File: src/rtl/multich_peak_detect_pkg.sv
// Shared types for the multi-channel FFT peak detector: FSM states, sample layout,
// magnitude width helper and the saturating absolute value used per channel.
package peak_pkg;

    typedef enum logic [1:0] {
        IDLE  = 2'd0,
        SCAN  = 2'd1,
        DRAIN = 2'd2,
        DONE  = 2'd3
    } state_t;

    typedef struct packed {
        logic signed [15:0] re;
        logic signed [15:0] im;
    } sample_t;

    localparam int CH_MAG_W = 17;

    function automatic int mag_w(input int nch);
        return CH_MAG_W + $clog2(nch);
    endfunction

    // -32768 has no positive twin in 16 bits, so it clamps to 32767
    function automatic logic [15:0] abs_sat(input logic signed [15:0] v);
        logic [15:0] r;
        if (v == 16'sh8000) begin
            r = 16'h7fff;
        end else if (v[15]) begin
            r = 16'(-v);
        end else begin
            r = 16'(v);
        end
        return r;
    endfunction

endpackage

File: src/rtl/multich_peak_detect_if.sv
// Bus between the peak detector and its environment (FFT RAMs, control, results).
// Optional second-peak results appear when SECOND_PEAK_EN is defined.
interface multich_peak_detect_if #(
    parameter int NCH   = 4,
    parameter int BIN_W = 10
);
    localparam int MAG_W = peak_pkg::mag_w(NCH);

    logic                  fftdone;
    logic [MAG_W-1:0]      thresh;
    logic [NCH-1:0][31:0]  ramq;
    logic [BIN_W-1:0]      ramaddr;
    logic                  busy;
    logic                  detectdone;
    logic [BIN_W-1:0]      maxbin;
    logic [MAG_W-1:0]      maxmag;
    logic                  valid;
    logic                  overrun;
`ifdef SECOND_PEAK_EN
    logic [BIN_W-1:0]      secbin;
    logic [MAG_W-1:0]      secmag;

    modport master (output fftdone, thresh, ramq,
                    input  ramaddr, busy, detectdone, maxbin, maxmag, valid, overrun,
                           secbin, secmag);
    modport slave  (input  fftdone, thresh, ramq,
                    output ramaddr, busy, detectdone, maxbin, maxmag, valid, overrun,
                           secbin, secmag);
`else
    modport master (output fftdone, thresh, ramq,
                    input  ramaddr, busy, detectdone, maxbin, maxmag, valid, overrun);
    modport slave  (input  fftdone, thresh, ramq,
                    output ramaddr, busy, detectdone, maxbin, maxmag, valid, overrun);
`endif

endinterface

File: src/rtl/multich_peak_detect_cplx_mag_abs.sv
// L1 magnitude |re| + |im| of one complex sample, each component saturated to 32767.
module cplx_mag_abs
    import peak_pkg::*;
(
    input  sample_t               sample_i,
    output logic [CH_MAG_W-1:0]   mag_o
);

    // Both terms fit in 15 bits, so the 17-bit sum never wraps
    always_comb begin
        mag_o = CH_MAG_W'(abs_sat(sample_i.re)) + CH_MAG_W'(abs_sat(sample_i.im));
    end

endmodule

File: src/rtl/multich_peak_detect.sv
// Scans BIN_LO..BIN_HI of NCH FFT RAMs, sums per-channel magnitudes and reports the
// strongest bin. Define SECOND_PEAK_EN to also report a separated second peak.
module multich_peak_detect
    import peak_pkg::*;
#(
    parameter int NCH     = 4,
    parameter int BIN_W   = 10,
    parameter int BIN_LO  = 1,
    parameter int BIN_HI  = 511,
    parameter int MIN_SEP = 4
) (
    input  logic                   clk,
    input  logic [3:0]             KEY,
    multich_peak_detect_if.slave   bus
);

    localparam int MAG_W = mag_w(NCH);

    logic                   rst_n_s;
    logic                   unused_key_s;
    logic [CH_MAG_W-1:0]    ch_mag_s [NCH];
    logic [MAG_W-1:0]       mag_sum_s;

    state_t                 state_q;
    logic [BIN_W-1:0]       ramaddr_q;
    logic                   issue_q;
    logic                   s1_v_q;
    logic [BIN_W-1:0]       s1_bin_q;
    logic                   s2_v_q;
    logic [BIN_W-1:0]       s2_bin_q;
    logic [MAG_W-1:0]       s2_mag_q;
    logic [MAG_W-1:0]       thresh_q;
    logic [BIN_W-1:0]       best_bin_q, best_bin_d;
    logic [MAG_W-1:0]       best_mag_q, best_mag_d;
    logic                   busy_q;
    logic                   detectdone_q;
    logic [BIN_W-1:0]       maxbin_q;
    logic [MAG_W-1:0]       maxmag_q;
    logic                   valid_q;
    logic                   overrun_q;
    logic                   pending_q;

    assign rst_n_s      = KEY[0];
    assign unused_key_s = ^KEY[3:1];

    function automatic logic [BIN_W-1:0] bin_dist(input logic [BIN_W-1:0] a,
                                                  input logic [BIN_W-1:0] b);
        logic [BIN_W-1:0] d;
        if (a >= b) begin
            d = a - b;
        end else begin
            d = b - a;
        end
        return d;
    endfunction

    for (genvar g = 0; g < NCH; g++) begin : g_ch
        cplx_mag_abs u_mag (
            .sample_i (sample_t'(bus.ramq[g])),
            .mag_o    (ch_mag_s[g])
        );
    end

    // Sum of all channel magnitudes for the sample currently on ramq
    always_comb begin
        mag_sum_s = {MAG_W{1'b0}};
        for (int c = 0; c < NCH; c++) begin
            mag_sum_s = mag_sum_s + MAG_W'(ch_mag_s[c]);
        end
    end

    // Running maximum: strictly-greater replacement keeps the lowest bin on ties
    always_comb begin
        best_bin_d = best_bin_q;
        best_mag_d = best_mag_q;
        if (s2_v_q && (s2_mag_q > best_mag_q)) begin
            best_bin_d = s2_bin_q;
            best_mag_d = s2_mag_q;
        end else begin
            best_bin_d = best_bin_q;
            best_mag_d = best_mag_q;
        end
    end

`ifdef SECOND_PEAK_EN
    logic [BIN_W-1:0]       sec_bin_q, sec_bin_d;
    logic [MAG_W-1:0]       sec_mag_q, sec_mag_d;
    logic [BIN_W-1:0]       secbin_q;
    logic [MAG_W-1:0]       secmag_q;

    // Runner-up must stay MIN_SEP bins away from whichever bin is currently best
    always_comb begin
        sec_bin_d = sec_bin_q;
        sec_mag_d = sec_mag_q;
        if (!s2_v_q) begin
            sec_bin_d = sec_bin_q;
            sec_mag_d = sec_mag_q;
        end else if (s2_mag_q > best_mag_q) begin
            if ((best_mag_q != {MAG_W{1'b0}}) &&
                (bin_dist(best_bin_q, s2_bin_q) >= BIN_W'(MIN_SEP))) begin
                sec_bin_d = best_bin_q;
                sec_mag_d = best_mag_q;
            end else if ((sec_mag_q != {MAG_W{1'b0}}) &&
                         (bin_dist(sec_bin_q, s2_bin_q) >= BIN_W'(MIN_SEP))) begin
                sec_bin_d = sec_bin_q;
                sec_mag_d = sec_mag_q;
            end else begin
                sec_bin_d = {BIN_W{1'b0}};
                sec_mag_d = {MAG_W{1'b0}};
            end
        end else if ((bin_dist(s2_bin_q, best_bin_q) >= BIN_W'(MIN_SEP)) &&
                     (s2_mag_q > sec_mag_q)) begin
            sec_bin_d = s2_bin_q;
            sec_mag_d = s2_mag_q;
        end else begin
            sec_bin_d = sec_bin_q;
            sec_mag_d = sec_mag_q;
        end
    end

    // Second-peak tracking and its published copy
    always_ff @(posedge clk or negedge rst_n_s) begin
        if (!rst_n_s) begin
            sec_bin_q <= {BIN_W{1'b0}};
            sec_mag_q <= {MAG_W{1'b0}};
            secbin_q  <= {BIN_W{1'b0}};
            secmag_q  <= {MAG_W{1'b0}};
        end else begin
            sec_bin_q <= sec_bin_d;
            sec_mag_q <= sec_mag_d;
            if ((state_q == IDLE) && (bus.fftdone || pending_q)) begin
                sec_bin_q <= {BIN_W{1'b0}};
                sec_mag_q <= {MAG_W{1'b0}};
            end
            if (state_q == DONE) begin
                secbin_q <= sec_bin_q;
                secmag_q <= sec_mag_q;
            end
        end
    end

    assign bus.secbin = secbin_q;
    assign bus.secmag = secmag_q;
`endif

    // Scan control FSM, read pipeline, best tracking and registered results
    always_ff @(posedge clk or negedge rst_n_s) begin
        if (!rst_n_s) begin
            state_q      <= IDLE;
            ramaddr_q    <= {BIN_W{1'b0}};
            issue_q      <= 1'b0;
            s1_v_q       <= 1'b0;
            s1_bin_q     <= {BIN_W{1'b0}};
            s2_v_q       <= 1'b0;
            s2_bin_q     <= {BIN_W{1'b0}};
            s2_mag_q     <= {MAG_W{1'b0}};
            thresh_q     <= {MAG_W{1'b0}};
            best_bin_q   <= {BIN_W{1'b0}};
            best_mag_q   <= {MAG_W{1'b0}};
            busy_q       <= 1'b0;
            detectdone_q <= 1'b0;
            maxbin_q     <= {BIN_W{1'b0}};
            maxmag_q     <= {MAG_W{1'b0}};
            valid_q      <= 1'b0;
            overrun_q    <= 1'b0;
            pending_q    <= 1'b0;
        end else begin
            s1_v_q       <= issue_q;
            s1_bin_q     <= ramaddr_q;
            s2_v_q       <= s1_v_q;
            s2_bin_q     <= s1_bin_q;
            s2_mag_q     <= mag_sum_s;
            best_bin_q   <= best_bin_d;
            best_mag_q   <= best_mag_d;
            detectdone_q <= 1'b0;
            if ((state_q != IDLE) && bus.fftdone) begin
                if (pending_q) begin
                    overrun_q <= 1'b1;
                end else begin
                    pending_q <= 1'b1;
                end
            end
            case (state_q)
                IDLE: begin
                    issue_q <= 1'b0;
                    if (bus.fftdone || pending_q) begin
                        ramaddr_q  <= BIN_W'(BIN_LO);
                        issue_q    <= 1'b1;
                        thresh_q   <= bus.thresh;
                        best_bin_q <= BIN_W'(BIN_LO);
                        best_mag_q <= {MAG_W{1'b0}};
                        busy_q     <= 1'b1;
                        pending_q  <= pending_q & bus.fftdone;
                        state_q    <= SCAN;
                    end else begin
                        state_q    <= IDLE;
                    end
                end
                SCAN: begin
                    if (ramaddr_q == BIN_W'(BIN_HI)) begin
                        issue_q <= 1'b0;
                        state_q <= DRAIN;
                    end else begin
                        ramaddr_q <= ramaddr_q + BIN_W'(1);
                        state_q   <= SCAN;
                    end
                end
                DRAIN: begin
                    if (s2_v_q && (s2_bin_q == BIN_W'(BIN_HI))) begin
                        state_q <= DONE;
                    end else begin
                        state_q <= DRAIN;
                    end
                end
                DONE: begin
                    detectdone_q <= 1'b1;
                    maxbin_q     <= best_bin_q;
                    maxmag_q     <= best_mag_q;
                    valid_q      <= (best_mag_q >= thresh_q);
                    busy_q       <= 1'b0;
                    state_q      <= IDLE;
                end
                default: begin
                    issue_q <= 1'b0;
                    busy_q  <= 1'b0;
                    state_q <= IDLE;
                end
            endcase
        end
    end

    assign bus.ramaddr    = ramaddr_q;
    assign bus.busy       = busy_q;
    assign bus.detectdone = detectdone_q;
    assign bus.maxbin     = maxbin_q;
    assign bus.maxmag     = maxmag_q;
    assign bus.valid      = valid_q;
    assign bus.overrun    = overrun_q;

endmodule

File: src/flat_wrapper.sv
// flat-port wrapper written by rule: the top's interface ports become plain ports
module multich_peak_detect_flat import peak_pkg::*;
#(
    parameter int NCH     = 4,
    parameter int BIN_W   = 10,
    parameter int BIN_LO  = 1,
    parameter int BIN_HI  = 511,
    parameter int MIN_SEP = 4
)
  (clk, KEY, bus_fftdone, bus_thresh, bus_ramq, bus_ramaddr, bus_busy, bus_detectdone, bus_maxbin, bus_maxmag, bus_valid, bus_overrun);
  multich_peak_detect_if #(.NCH(NCH), .BIN_W(BIN_W)) bus_i ();
  input  logic clk;
  input  logic [3:0] KEY;
  input wire logic [$bits(bus_i.fftdone)-1:0] bus_fftdone;
  input wire logic [$bits(bus_i.thresh)-1:0] bus_thresh;
  input wire logic [$bits(bus_i.ramq)-1:0] bus_ramq;
  output wire logic [$bits(bus_i.ramaddr)-1:0] bus_ramaddr;
  output wire logic [$bits(bus_i.busy)-1:0] bus_busy;
  output wire logic [$bits(bus_i.detectdone)-1:0] bus_detectdone;
  output wire logic [$bits(bus_i.maxbin)-1:0] bus_maxbin;
  output wire logic [$bits(bus_i.maxmag)-1:0] bus_maxmag;
  output wire logic [$bits(bus_i.valid)-1:0] bus_valid;
  output wire logic [$bits(bus_i.overrun)-1:0] bus_overrun;
  assign bus_i.fftdone = bus_fftdone;
  assign bus_i.thresh = bus_thresh;
  assign bus_i.ramq = bus_ramq;
  assign bus_ramaddr = bus_i.ramaddr;
  assign bus_busy = bus_i.busy;
  assign bus_detectdone = bus_i.detectdone;
  assign bus_maxbin = bus_i.maxbin;
  assign bus_maxmag = bus_i.maxmag;
  assign bus_valid = bus_i.valid;
  assign bus_overrun = bus_i.overrun;
  multich_peak_detect #(.NCH(NCH), .BIN_W(BIN_W), .BIN_LO(BIN_LO), .BIN_HI(BIN_HI), .MIN_SEP(MIN_SEP)) u_core (.clk(clk), .KEY(KEY), .bus(bus_i));
endmodule
File: config.mk
export PLATFORM = sky130hd
export DESIGN_NAME = multich_peak_detect_flat
export DESIGN_NICKNAME = d
export VERILOG_FILES = /design/src/rtl/multich_peak_detect_pkg.sv /design/src/rtl/multich_peak_detect_if.sv /design/src/rtl/multich_peak_detect_cplx_mag_abs.sv /design/src/rtl/multich_peak_detect.sv /design/src/flat_wrapper.sv
export SDC_FILE = /design/constraint.sdc
export NUM_CORES = 1
export LEC_CHECK = 0
export ABC_CLOCK_PERIOD_IN_PS = 2500
export BUFFER_PORTS_ARGS = -buffer_cell sky130_fd_sc_hd__buf_2
export CORE_MARGIN = 5
export CORE_UTILIZATION = 51
export DETAILED_ROUTE_END_ITERATION = 10
export PLACE_DENSITY = 0.76
export SYNTH_ARGS = -nofsm -noshare
export SYNTH_HDL_FRONTEND = slang
export SYNTH_SLANG_ARGS = --single-unit
export TNS_END_PERCENT = 1
File: constraint.sdc
create_clock -name clk -period 2.5 [get_ports clk]
set_input_delay 0.25 -clock clk [delete_from_list [all_inputs] [get_ports clk]]
set_output_delay 0.25 -clock clk [all_outputs]
set_load 0.02 [all_outputs]
# == Word-level counts from Yosys, hierarchy flattened ==
# Cells that the tools add are included.
# word_totals
mem_bits_ro,0
mem_bits_rw,0
word_cells,104
inputBits,153
mem_count,0
latchBits,0
register_bits,136
# op_classes
add_sub_neg,16
div,0
eq_ne,16
n_reduce_logical,13
bitwise_logic,1
n_shift,0
muxes,38
n_mul,0
magnitude_cmp,2
# op_table
cell,n
$mux W16,16
$eq A16 B16 Y1 const B,8
$neg A16 Y16,8
$add A16 B16 Y17,4
$mux W19,3
$mux W10,5
$add A19 B17 Y19,2
$eq A10 B9 Y1 const B,2
$pmux W10 S2,1
$ge A19 B19 Y1,1
$gt A19 B19 Y1,1
$add A17 B17 Y18,1
$add A10 B1 Y10 const B,1
$mux W1,9
$pmux W2 S4,1
$reduce_and A2 Y1,4
$reduce_bool A2 Y1,3
$eq A2 B2 Y1 const B,2
$ne A2 B1 Y1 const B,2
$pmux W1 S2,2
$logic_and A1 B1 Y1,3
$reduce_and A3 Y1,1
$eq A2 B1 Y1 const B,1
$logic_not A2 Y1,1
other kinds (4),4

# == Longest topological paths before layout ==
# Gate-level depths: netlist of run 1.
# depth
word_depth,7
mapped_depth,32
ltp_nobuf,31

# == Modules after synthesis ==
# From an unflattened synthesis of run 1, not the netlist that was laid out.
# unflattened
cells_unflattened,1685
hier_area_um2,13787.0
# by_module_without_submodules
mod,instances,cells_per_inst,area_each_um2
multich_peak_detect,1,782,7638.6
cplx_mag_abs at u_core.g_ch[0].u_mag ...,3,225,1525.2
cplx_mag_abs at u_core.g_ch[1].u_mag,1,228,1572.8

# == Worst setup path before layout of run 1 ==
# No wires, ideal clock.
# synth_path
kind,input-to-reg
start,input port bus_ramq[22]
end,register u_core.s2_mag_q[18]
n_path_buf,0
stages,28
required_time_ns,2.401
t_arrival_ns,7.731
path_slack_ns,-5.331
path_cell_list,or3_4 or4_4 or4_4 or2_1 o211ai_1 fa_1 fa_1 ha_1 inv_1 fa_1 nor2b_1 o31a_1 nor4_1 o31ai_1 a21oi_1 o21a_1 xnor2_1 fa_1 fa_1 inv_1 fa_1 inv_1 ha_1 a21o_1 a21o_1 a21oi_1 mux2_2 a311oi_1
# synth_between
elab_chain_len,7
# synth_lines
item,line,source
start: declaration,flat_wrapper.sv:16,input wire logic [$bits(bus_i.ramq)-1:0] bus_ramq;
$neg A16 Y16,multich_peak_detect_pkg.sv:29,r = 16'(-v);
$mux W16,multich_peak_detect_pkg.sv:28,end else if (v[15]) begin
$mux W16 (*),multich_peak_detect_pkg.sv:26,if (v == 16'sh8000) begin
$add A16 B16 Y17 (*),multich_peak_detect_cplx_mag_abs.sv:11,mag_o = CH_MAG_W'(abs_sat(sample_i.re)) + CH_MAG_W'(abs_sat(sample_i.im));
$add A17 B17 Y18 (*),multich_peak_detect.sv:68,mag_sum_s = mag_sum_s + MAG_W'(ch_mag_s[c]);
$add A19 B17 Y19 (*) (2 in series),multich_peak_detect.sv:68,
via u_core.mag_sum_s[18],multich_peak_detect.sv:22,logic [MAG_W-1:0] mag_sum_s;
end signal: assignment,multich_peak_detect.sv:156,s2_mag_q <= {MAG_W{1'b0}};
end signal: assignment,multich_peak_detect.sv:172,s2_mag_q <= mag_sum_s;
end: declaration,multich_peak_detect.sv:31,logic [MAG_W-1:0] s2_mag_q;
# Mark *: on every way through the listed nets, which the timed path passes. The rest lies on a longest branch.
# A chain may end at the register's enable or synchronous reset.

# == Final worst setup path of run 1 ==
# Ends and elaborated chain as after synthesis.

==> run_results.csv, run 1 <==
group,metric,value,unit
yosys,synth_top_flop_cell,"sky130_fd_sc_hd__dfrtp_1",
yosys,share_of_synthesized_area_occupied_by_flip_flops_and_latches,28.3,%
yosys,mappedNetlistArea,12000,um2
sta,finalMaxSlewViolations,0,
critical_path,crit_fanout,3,
finish,antenna_cells,0,
cts,cts_inserted_buffers,17,
critical_path,critPathMaxStageDelay,0.58,ns
cts,clockRootBuffer,"sky130_fd_sc_hd__clkbuf_16",
critical_path,critPathBufInv,5,
finish,finish.net_count,2196,
drt,remaining_drc_errors,0,
critical_path,crit_type,"primary input to flip-flop",
sta,worst_hold_slack,0.0432,ns
critical_path,timing.critical_path.arrival,7.74,ns
global_routing,grt_antenna_before_repair,0,
global_routing,grt_start_max_net_pins,59,
place,port_buffers,192,
sta,setup_repair_after_global_routing_missed_its_margin,"true",
sta,min_period_over_period,296,%
yosys,mean_instance_size_in_the_synthesized_netlist,8.62,um2
die,count_of_boundary_i_o_pins,196,
critical_path,crit_path_depth,30,
sta,max_slew.worst_pin.slew,0.711,ns
yosys,total_number_of_yosys_warnings,0,
critical_path,worst-endpoint-required,2.82,ns
cts,tritoncts,"yes",
finish,post-route-cell-area,16600,um2
sta,timing.max_slew.rel_slack,52.6,%
yosys,synthArstFlopShare,100,%
sta,period_minus_slack,7.41,ns
critical_path,r2r_setup_slack,0.11,ns
yosys,yosysTopAreaCell,"sky130_fd_sc_hd__dfrtp_1",
drt,via_per_inst,5.24,
die,core-area,23300,um2
sta,setup-violations-final,19,
cts,worst_setup_hold_path_clk_slew,0.06,ns
critical_path,worst_path_dominant_cell_family,"adder cells",
critical_path,worst_path_most_repeated_cell,"sky130_fd_sc_hd__fa_1",
drt,finalWirelength,33800,um
finish,syn_to_final_growth,38.0,%
critical_path,timing.critical_path.from_type,"primary input",
yosys,number_of_storage_elements_in_the_synthesis_netlist,136,
yosys,yosys.area.top_type_share,28.3,%
critical_path,timing.reg2reg.worst_path_depth,10,
place,place.gp.congestion,0.940,
global_routing,grt_first_pass_wirelength,56000,um
sta,achievable-frequency,135,MHz
yosys,syn-num-nets,1714,
drt,firstDrtPassIters,5,
place,post_dp_cell_area,15700,um2
hold_path,worstHoldPathType,"primary input to flip-flop",
die,core.rowCount,56,
critical_path,cp_slowest_cell,"sky130_fd_sc_hd__fa_2",
sta,fin_worst_skew,0.0119,ns
drt,detail_route.wl_per_cell,15.3,um
finish,final_layout_size_suffix_gt1_share,33.0,%
yosys,largest_cells_by_area_after_synthesis,"sky130_fd_sc_hd__dfrtp_1 (28%), sky130_fd_sc_hd__fa_1 (13%), sky130_fd_sc_hd__ha_1 (8.9%), sky130_fd_sc_hd__nand2_1 (5.7%), sky130_fd_sc_hd__inv_1 (5.2%)",
place,preCtsSetupSlack,-5.57,ns
drt,drtIter0Drc,600,
die,floorplan_die_area,26800,um2
critical_path,critPathCaptureType,"flip-flop",
finish,filler_cell_count,1809,
drt,vias,11600,
job,cap_viol_max_count,0,
cts,cts.sink_count,136,
global_routing,globalRouteOverflowTotal,0,
yosys,syn-instance-count,1396,
outcome,outcome,"complete, but fails checks",
sta,finalHoldViolCount,0,
die,floorplan.initialDensity,51.6,%
outcome,failed_checks,"negative setup slack",
place,place.detailed.hpwl,27900,um
cts,insertion_delay,0.41,ns
global_routing,first_global_vias,12000,
die,dieHeight,164,um
global_routing,track_usage,25.8,%
sta,postLayoutSetupSlackWorst,-4.91,ns
drt,ant_nets,0,
sta,fin_tns_setup,-77.34,ns
yosys,count_of_unique_library_cells_instantiated_by_yosys,59,
cts,htree_num_levels,4,
yosys,synth-edff-count,0,
die,floorplan.die.width,164,um
hold_path,worst_hold_path.num_cells,3,
cts,clock_path_buffers,2,
registers in the layout (all words and copies together) (netlist names), 19 cells and up, named ones only:
| name | count |
|---|---|
| u_core.bus.maxmag | 19 |
| u_core.s2_mag_q | 19 |
| u_core.thresh_q | 19 |
| u_core.best_mag_q | 19 |
per-layer routing:
metal | GRT usage (%) | vias up | part of all wire (%) | wire length [um]
met5 | 0 | - | 0 | 0
met4 | 8.27 | 0 | 2.4 | 828
met3 | 3.41 | 59 | 5.6 | 1890
met2 | 46.0 | 360 | 50 | 17100
met1 | 32.3 | 5473 | 42 | 14000
li1 | - | 5694 | - | -
synth_stat cells, drive strengths merged, types with 4 or more instances:
cell	count
a211oi	9
a21o	22
a21oi	52
a31oi	14
and3	11
buf	7
clkbuf	46
dfrtp	136
fa	79
ha	86
inv	167
mux2	11
mux2i	5
nand2	183
nand2b	16
nand3	51
nand3b	4
nand4	16
nor2	72
nor2b	20
nor3	18
nor4	9
o211ai	11
o21a	13
o21ai	112
o311ai	4
o31a	4
o31ai	31
o41ai	8
or2	9
or3	18
or4	15
xnor2	48
xor2	60
kinds of logic (layout without fill, tap and decap cells):
kind of cell	after synthesis	in the layout	share of synthesized area, %
compound gates	295	295	15.2
xor+xnor	108	108	7.86
fa+ha+maj	165	165	22.1
buf+inv	220	715	6.95
flops	136	136	28.3
mux	16	16	1.44
simple gates	456	456	18.2
metrics by stage:
stage | instances | util [%]
floorplan | 1396 | -
global placement | 2171 | 67.3
detailed placement | 2171 | 67.3
CTS | 2210 | 70.8
global route | 2210 | 71.2
finish | 2210 | 71.2
what timing repair did:
item,4_1_cts,5_1_grt
gates resized for setup,30,19
endpoints found under the hold margin,55,0
pin swaps,45,32
buffers inserted,6,0
hold buffers,1,0
gates cloned,0,0
endpoints found under the setup margin,33,48
worst paths after layout:
check                                      from                     to
setup / recovery                   bus_ramq[22]    u_core.s2_mag_q[18]
hold / removal                   bus_thresh[13]    u_core.thresh_q[13]
setup reg to reg           u_core.best_mag_q[1]  u_core.best_mag_q[15]
hold reg to reg              u_core.s1_bin_q[1]     u_core.s2_bin_q[1]
max in group asynchronous                KEY[0]   u_core.best_mag_q[8]
min in group asynchronous                KEY[0]     u_core.s2_bin_q[2]
layout make-up:
class / instances / area, um2 / area share (%)
flip-flops and latches: 136 / 3400 / 20.5
repair buffers: 516 / 3470 / 20.9
well taps: 319 / 399 / 2.40
clock buffers: 18 / 429 / 2.58
inverters: 167 / 627 / 3.77
multi-input cells: 1040 / 8080 / 48.7
clock inverters: 14 / 199 / 1.20
cells in the final DEF (no fill, tap or decap), types with 16 or more instances in the layout:
cell / count
sky130_fd_sc_hd__xnor2_1: 46
sky130_fd_sc_hd__o31ai_1: 29
sky130_fd_sc_hd__nor2_1: 70
sky130_fd_sc_hd__o21ai_0: 108
sky130_fd_sc_hd__nand4_1: 16
sky130_fd_sc_hd__fa_1: 77
sky130_fd_sc_hd__nand2_1: 182
sky130_fd_sc_hd__buf_4: 318
sky130_fd_sc_hd__nand3_1: 51
sky130_fd_sc_hd__or3_1: 17
sky130_fd_sc_hd__nor3_1: 17
sky130_fd_sc_hd__nor2b_1: 19
sky130_fd_sc_hd__dfrtp_1: 136
sky130_fd_sc_hd__clkbuf_16: 17
sky130_fd_sc_hd__xor2_1: 59
sky130_fd_sc_hd__buf_2: 190
sky130_fd_sc_hd__a21o_1: 22
sky130_fd_sc_hd__a21oi_1: 42
sky130_fd_sc_hd__nand2b_1: 16
sky130_fd_sc_hd__ha_1: 78
sky130_fd_sc_hd__inv_1: 159
worst register-to-register path: cells and delay by family (launching register included):
family	cells	cell delay, ns
AO/OA/AOI/OAI	5	1.10
adder cells (fa/ha/maj)	1	0.25
buffers and inverters	2	0.34
flip-flops	1	0.38
AND/OR/NAND/NOR	2	0.24
Power of run 1 is left out: the tool's default activity adds up to more than one toggle a clock period on the data nets, which glitch-free logic cannot reach.
==> run 2, diff against run 1 <==
- ABC_CLOCK_PERIOD_IN_PS: 2500 -> 5940
- clock period: 2.5 -> 5.94 ns (I/O delays scaled with it)
==> run 2 against run 1 <==
  * The flow still finishes with violations (negative setup slack)
  * Final cell count fell by 5.9%
  * Critical path depth down 2
  * Global-route usage is 2.0 points lower
  * Highest routed layer unchanged
  * Via count fell by 4.4%
  * Flip-flop and latch count is the same
  * Register-to-register slack better by 3.2 ns
  * Non-clock buffer count fell by 130
  * Sequential share of layout area grew 1.3 points
  * Final area fell by 6.0%
==> run_results.csv, run 2 (synthesized netlist as in run 1, its figures left out) <==
group,metric,value,unit
outcome,outcome,"complete, but fails checks",
outcome,failed_checks,"negative setup slack",
sta,timing.max_slew.rel_slack,31.7,%
die,count_of_boundary_i_o_pins,196,
critical_path,crit_type,"primary input to flip-flop",
drt,drtIter0Drc,673,
critical_path,timing.reg2reg.worst_path_depth,10,
drt,firstDrtPassIters,5,
drt,detail_route.wl_per_cell,15.3,um
critical_path,worst-endpoint-required,6.26,ns
die,core.rowCount,56,
critical_path,timing.critical_path.from_type,"primary input",
place,place.gp.congestion,0.984,
global_routing,globalRouteOverflowTotal,0,
drt,remaining_drc_errors,0,
cts,cts_inserted_buffers,17,
sta,achievable-frequency,131,MHz
sta,finalMaxSlewViolations,0,
die,floorplan.die.width,164,um
global_routing,grt_first_pass_wirelength,51700,um
drt,via_per_inst,5.33,
die,floorplan_die_area,26800,um2
sta,min_period_over_period,129,%
drt,finalWirelength,31800,um
sta,setup_repair_after_global_routing_missed_its_margin,"true",
sta,max_slew.worst_pin.slew,1.02,ns
die,dieHeight,164,um
finish,final_layout_size_suffix_gt1_share,28.7,%
global_routing,grt_start_max_net_pins,86,
critical_path,critPathCaptureType,"flip-flop",
cts,worst_setup_hold_path_clk_slew,0.06,ns
place,place.detailed.hpwl,26400,um
finish,mostFrequentLayoutCells,"sky130_fd_sc_hd__buf_4 (193), sky130_fd_sc_hd__buf_2 (189), sky130_fd_sc_hd__nand2_1 (182), sky130_fd_sc_hd__inv_1 (160), sky130_fd_sc_hd__dfrtp_1 (136)",
cts,htree_num_levels,4,
critical_path,r2r_setup_slack,3.30,ns
die,floorplan.initialDensity,51.6,%
sta,setup-violations-final,16,
finish,layout.cells.most_common,"sky130_fd_sc_hd__buf_4",
cts,clockRootBuffer,"sky130_fd_sc_hd__clkbuf_16",
sta,finalHoldViolCount,0,
cts,clock_path_buffers,2,
sta,postLayoutSetupSlackWorst,-1.72,ns
sta,fin_worst_skew,0.0171,ns
drt,ant_nets,0,
drt,vias,11100,
cts,tritoncts,"yes",
place,preCtsSetupSlack,-2.53,ns
critical_path,worstSetupEndpoint,"u_core.s2_mag_q[16]",
finish,antenna_cells,0,
critical_path,crit_fanout,3,
sta,period_minus_slack,7.66,ns
global_routing,grt_antenna_before_repair,0,
critical_path,r2r_start,"u_core.best_mag_q[17]",
place,port_buffers,192,
critical_path,startpoint,"bus_ramq[22]",
finish,finish.net_count,2066,
hold_path,worstHoldPathType,"flip-flop to flip-flop",
finish,syn_to_final_growth,29.8,%
finish,layout.core_utilization,66.9,%
global_routing,track_usage,23.7,%
die,core-area,23300,um2
cts,postCtsHoldBufs,0,
critical_path,crit-reg2reg-capture,"u_core.best_bin_q[0]",
cts,cts.sink_count,136,
job,cap_viol_max_count,0,
critical_path,timing.critical_path.arrival,7.98,ns
finish,filler_cell_count,1883,
cts,insertion_delay,0.41,ns
global_routing,first_global_vias,11100,
-- run 2: cell types whose count changed in the layout (fill, tap and decap cells not counted), sizes merged --
cell and change:
clkinvlp +1, inv +1, clkinv -2, dlygate4sd3 -1, buf -129
-- run 2: area by class of cell --
cell class / count / area, um2 / area share (%)
multi-input cells: 1040 / 8110 / 51.9
flip-flops and latches: 136 / 3400 / 21.8
repair buffers: 386 / 2450 / 15.7
inverters: 167 / 627 / 4.01
clock inverters: 14 / 198 / 1.27
well taps: 319 / 399 / 2.56
clock buffers: 18 / 429 / 2.75
-- run 2: critical path, stage by stage --
cell and delay [ns]:
sky130_fd_sc_hd__buf_6 0.09, sky130_fd_sc_hd__or3_4 0.38, sky130_fd_sc_hd__or4_4 0.43, sky130_fd_sc_hd__or4_4 0.53
sky130_fd_sc_hd__or2_4 0.27, sky130_fd_sc_hd__o211ai_1 0.10, sky130_fd_sc_hd__fa_1 0.48, sky130_fd_sc_hd__fa_1 0.50
sky130_fd_sc_hd__ha_2 0.19, sky130_fd_sc_hd__inv_2 0.04, sky130_fd_sc_hd__fa_2 0.35, sky130_fd_sc_hd__nor2b_2 0.15
sky130_fd_sc_hd__o31a_1 0.22, sky130_fd_sc_hd__nor4_4 0.06, sky130_fd_sc_hd__o31ai_4 0.32, sky130_fd_sc_hd__a21oi_2 0.10
sky130_fd_sc_hd__o21bai_1 0.17, sky130_fd_sc_hd__xor2_1 0.25, sky130_fd_sc_hd__fa_2 0.50, sky130_fd_sc_hd__fa_1 0.51
sky130_fd_sc_hd__inv_1 0.05, sky130_fd_sc_hd__fa_1 0.54, sky130_fd_sc_hd__inv_2 0.05, sky130_fd_sc_hd__ha_4 0.24
sky130_fd_sc_hd__a21o_1 0.18, sky130_fd_sc_hd__a21o_1 0.17, sky130_fd_sc_hd__a221oi_2 0.31, sky130_fd_sc_hd__xnor2_1 0.19
-- run 2: worst min-delay path by stage --
stage,from,to,slack [ns],cells past startpoint
6_report,u_core.s1_v_q,u_core.s2_v_q,0.35,0
3_3_place_gp,u_core.s1_bin_q[1],u_core.s2_bin_q[1],0.33,0
3_5_place_dp,u_core.s1_bin_q[5],u_core.s2_bin_q[5],0.33,0
5_1_grt,u_core.s1_v_q,u_core.s2_v_q,0.35,0
2_1_floorplan,KEY[0],asynchronous set/reset pin,0.30,0
4_1_cts,u_core.s1_bin_q[9],u_core.s2_bin_q[9],0.35,0
-- run 2: repair_timing --
| action | 4_1_cts | 5_1_grt |
|---|---|---|
| resized for setup | 17 | 42 |
| pin swaps | 32 | 33 |
| endpoints found under the setup margin | 17 | 17 |
| buffers inserted | 0 | 1 |
-- run 2: through the flow --
stage	instances	hold slack (ns)	TNS, ns	cell area (um2)
after floorplan	1396	0.298	-22.13	12100
after global placement	2047	0.332	-29.03	14700
after detailed placement	2047	0.335	-31.36	14700
after CTS	2079	0.347	-19.82	15400
after global routing	2080	0.354	-22.66	15600
final	2080	0.346	-19.01	15600
-- run 2: routing by layer --
metal	GRT usage (%)	share of wire (%)	vias up
met5	0	0	-
met4	7.59	2.9	0
met3	3.36	5.6	68
met2	40.8	49	364
met1	31.1	42	5217
li1	-	-	5431
Power of run 2 is left out for the same reason.
==> run 3, diff against run 2 <==
- ABC_CLOCK_PERIOD_IN_PS: 5940 -> 6900
- CORE_UTILIZATION: 51 -> 49
- PLACE_DENSITY: 0.76 -> 0.74
- clock period: 5.94 -> 6.9 ns (I/O delays scaled with it)
==> run 3 against run 2 <==
  * The flow still finishes with violations (negative setup slack)
  * Final cell count is essentially flat
  * Global-route usage shrank 0.97 points
  * Non-clock buffer count shrank 4
  * Critical endpoint is now u_core.s2_mag_q[18]
==> run_results.csv, run 3 (synthesized netlist as in run 1, its figures left out) <==
group,metric,value,unit
sta,worst_hold_slack,0.217,ns
critical_path,cp_slowest_cell,"sky130_fd_sc_hd__or4_4",
die,core.rowCount,57,
critical_path,crit_type,"primary input to flip-flop",
outcome,failed_checks,"negative setup slack",
drt,ant_nets,0,
global_routing,grt_antenna_before_repair,2,
finish,post-route-cell-area,15500,um2
drt,vias,11000,
finish,antenna_cells,0,
die,core-area,24200,um2
die,dieHeight,167,um
sta,setup-violations-final,13,
die,floorplan.die.width,167,um
sta,postLayoutSetupSlackWorst,-0.947,ns
cts,htree_num_levels,4,
place,place.gp.congestion,0.939,
finish,regArea,3400,um2
sta,fin_worst_skew,0.0134,ns
sta,max_slew.worst_pin.slew,0.971,ns
job,cap_viol_max_count,0,
critical_path,timing.critical_path.from_type,"primary input",
die,count_of_boundary_i_o_pins,196,
cts,tritoncts,"yes",
sta,timing.max_slew.rel_slack,35.2,%
drt,via_per_inst,5.27,
finish,layout.core_utilization,63.8,%
drt,remaining_drc_errors,0,
critical_path,timing.critical_path.arrival,8.16,ns
drt,finalWirelength,31700,um
global_routing,globalRouteOverflowTotal,0,
global_routing,grt_start_max_net_pins,82,
cts,worst_setup_hold_path_clk_slew,0.06,ns
sta,period_minus_slack,7.85,ns
finish,finish.net_count,2062,
drt,detail_route.wl_per_cell,15.2,um
finish,final_layout_size_suffix_gt1_share,27.4,%
die,floorplan_die_area,27800,um2
finish,multi_input_comb_area,8020,um2
finish,filler_cell_count,2064,
place,post_dp_cell_area,14700,um2
place,port_buffers,192,
cts,cts.sink_count,136,
finish,layout.cells.most_common,"sky130_fd_sc_hd__buf_2",
hold_path,worstHoldPathType,"primary input to asynchronous set/reset pin",
sta,setup_repair_after_global_routing_missed_its_margin,"true",
critical_path,critPathCaptureType,"flip-flop",
sta,finalMaxSlewViolations,0,
critical_path,worst_path_most_repeated_cell,"sky130_fd_sc_hd__fa_1",
place,place.detailed.hpwl,26300,um
die,floorplan.initialDensity,49.6,%
drt,drtIter0Drc,527,
global_routing,grt_first_pass_wirelength,52300,um
global_routing,track_usage,22.8,%
outcome,outcome,"complete, but fails checks",
finish,syn_to_final_growth,28.5,%
finish,mostFrequentLayoutCells,"sky130_fd_sc_hd__buf_2 (191), sky130_fd_sc_hd__buf_4 (190), sky130_fd_sc_hd__nand2_1 (183), sky130_fd_sc_hd__inv_1 (162), sky130_fd_sc_hd__dfrtp_1 (136)",
sta,finalHoldViolCount,0,
sta,achievable-frequency,127,MHz
critical_path,crit_fanout,3,
cts,cts_inserted_buffers,17,
drt,firstDrtPassIters,5,
cts,clock_path_buffers,2,
cts,insertion_delay,0.42,ns
cts,postCtsHoldBufs,0,
critical_path,critPathMaxStageDelay,0.55,ns
critical_path,worst-endpoint-required,7.22,ns
sta,min_period_over_period,114,%
cts,clockRootBuffer,"sky130_fd_sc_hd__clkbuf_16",
global_routing,first_global_vias,11100,
run 3: cell count changes in the layout (fill, tap and decap cells not counted), moves of 3 or more:
cell / change
sky130_fd_sc_hd__buf_4: -3
sky130_fd_sc_hd__a21oi_1: +5
sky130_fd_sc_hd__a21oi_2: -5
sky130_fd_sc_hd__inv_6: +4
run 3: worst max-delay path: cells and delay by family:
kind            cells  cell delay [ns]
xor+xnor            1             0.14
compound gates      9             1.57
simple gates        6             1.81
mux                 1             0.32
fa+ha+maj           8             3.22
buf+inv             5             0.40
run 3: metal layers:
metal / track usage (%) / wire (um) / up-vias / share of wire, %
met3: 4.38 / 1830 / 63 / 5.8
met1: 29.4 / 13600 / 5171 / 43
li1: - / - / 5426 / -
met5: 0 / 21 / - / 0.066
met4: 6.90 / 881 / 4 / 2.8
met2: 39.1 / 15400 / 310 / 48
run 3: worst paths after layout:
check / start / end / slack (ns) / cells after the start
max in group asynchronous: KEY[0] / u_core.best_mag_q[10] / 5.31 / 2
worst min-delay path: KEY[0] / u_core.bus.maxbin[5] / 0.22 / 1
worst max-delay path: bus_ramq[22] / u_core.s2_mag_q[18] / -0.95 / 30
worst max register to register: u_core.best_mag_q[1] / u_core.best_mag_q[15] / 4.21 / 9
min in group clk: u_core.s1_bin_q[9] / u_core.s2_bin_q[9] / 0.34 / 0
worst min register to register: u_core.s1_bin_q[9] / u_core.s2_bin_q[9] / 0.34 / 0
run 3: timing repair:
action	in CTS	in global routing
setup buffers	3	3
endpoints found under the setup margin	13	14
resized for setup	19	13
pin swaps	34	29
run 3: cell type report:
class                   instances  area share [%]
clock buffers                  17            2.75
clock inverters                15            1.21
inverters                     167            4.05
multi-input cells            1040            51.9
flip-flops and latches        136            22.0
well taps                     324            2.62
repair buffers                382            15.5
run 3: metrics by stage:
stage	cells	setup TNS [ns]	setup slack, ns
2_1_floorplan	1396	-8.70	-1.06
3_3_place_gp	2043	-14.03	-1.37
3_5_place_dp	2043	-15.37	-1.44
4_1_cts	2078	-6.54	-0.964
5_1_grt	2081	-11.06	-1.16
6_report	2081	-7.55	-0.947
Power of run 3 is left out for the same reason.
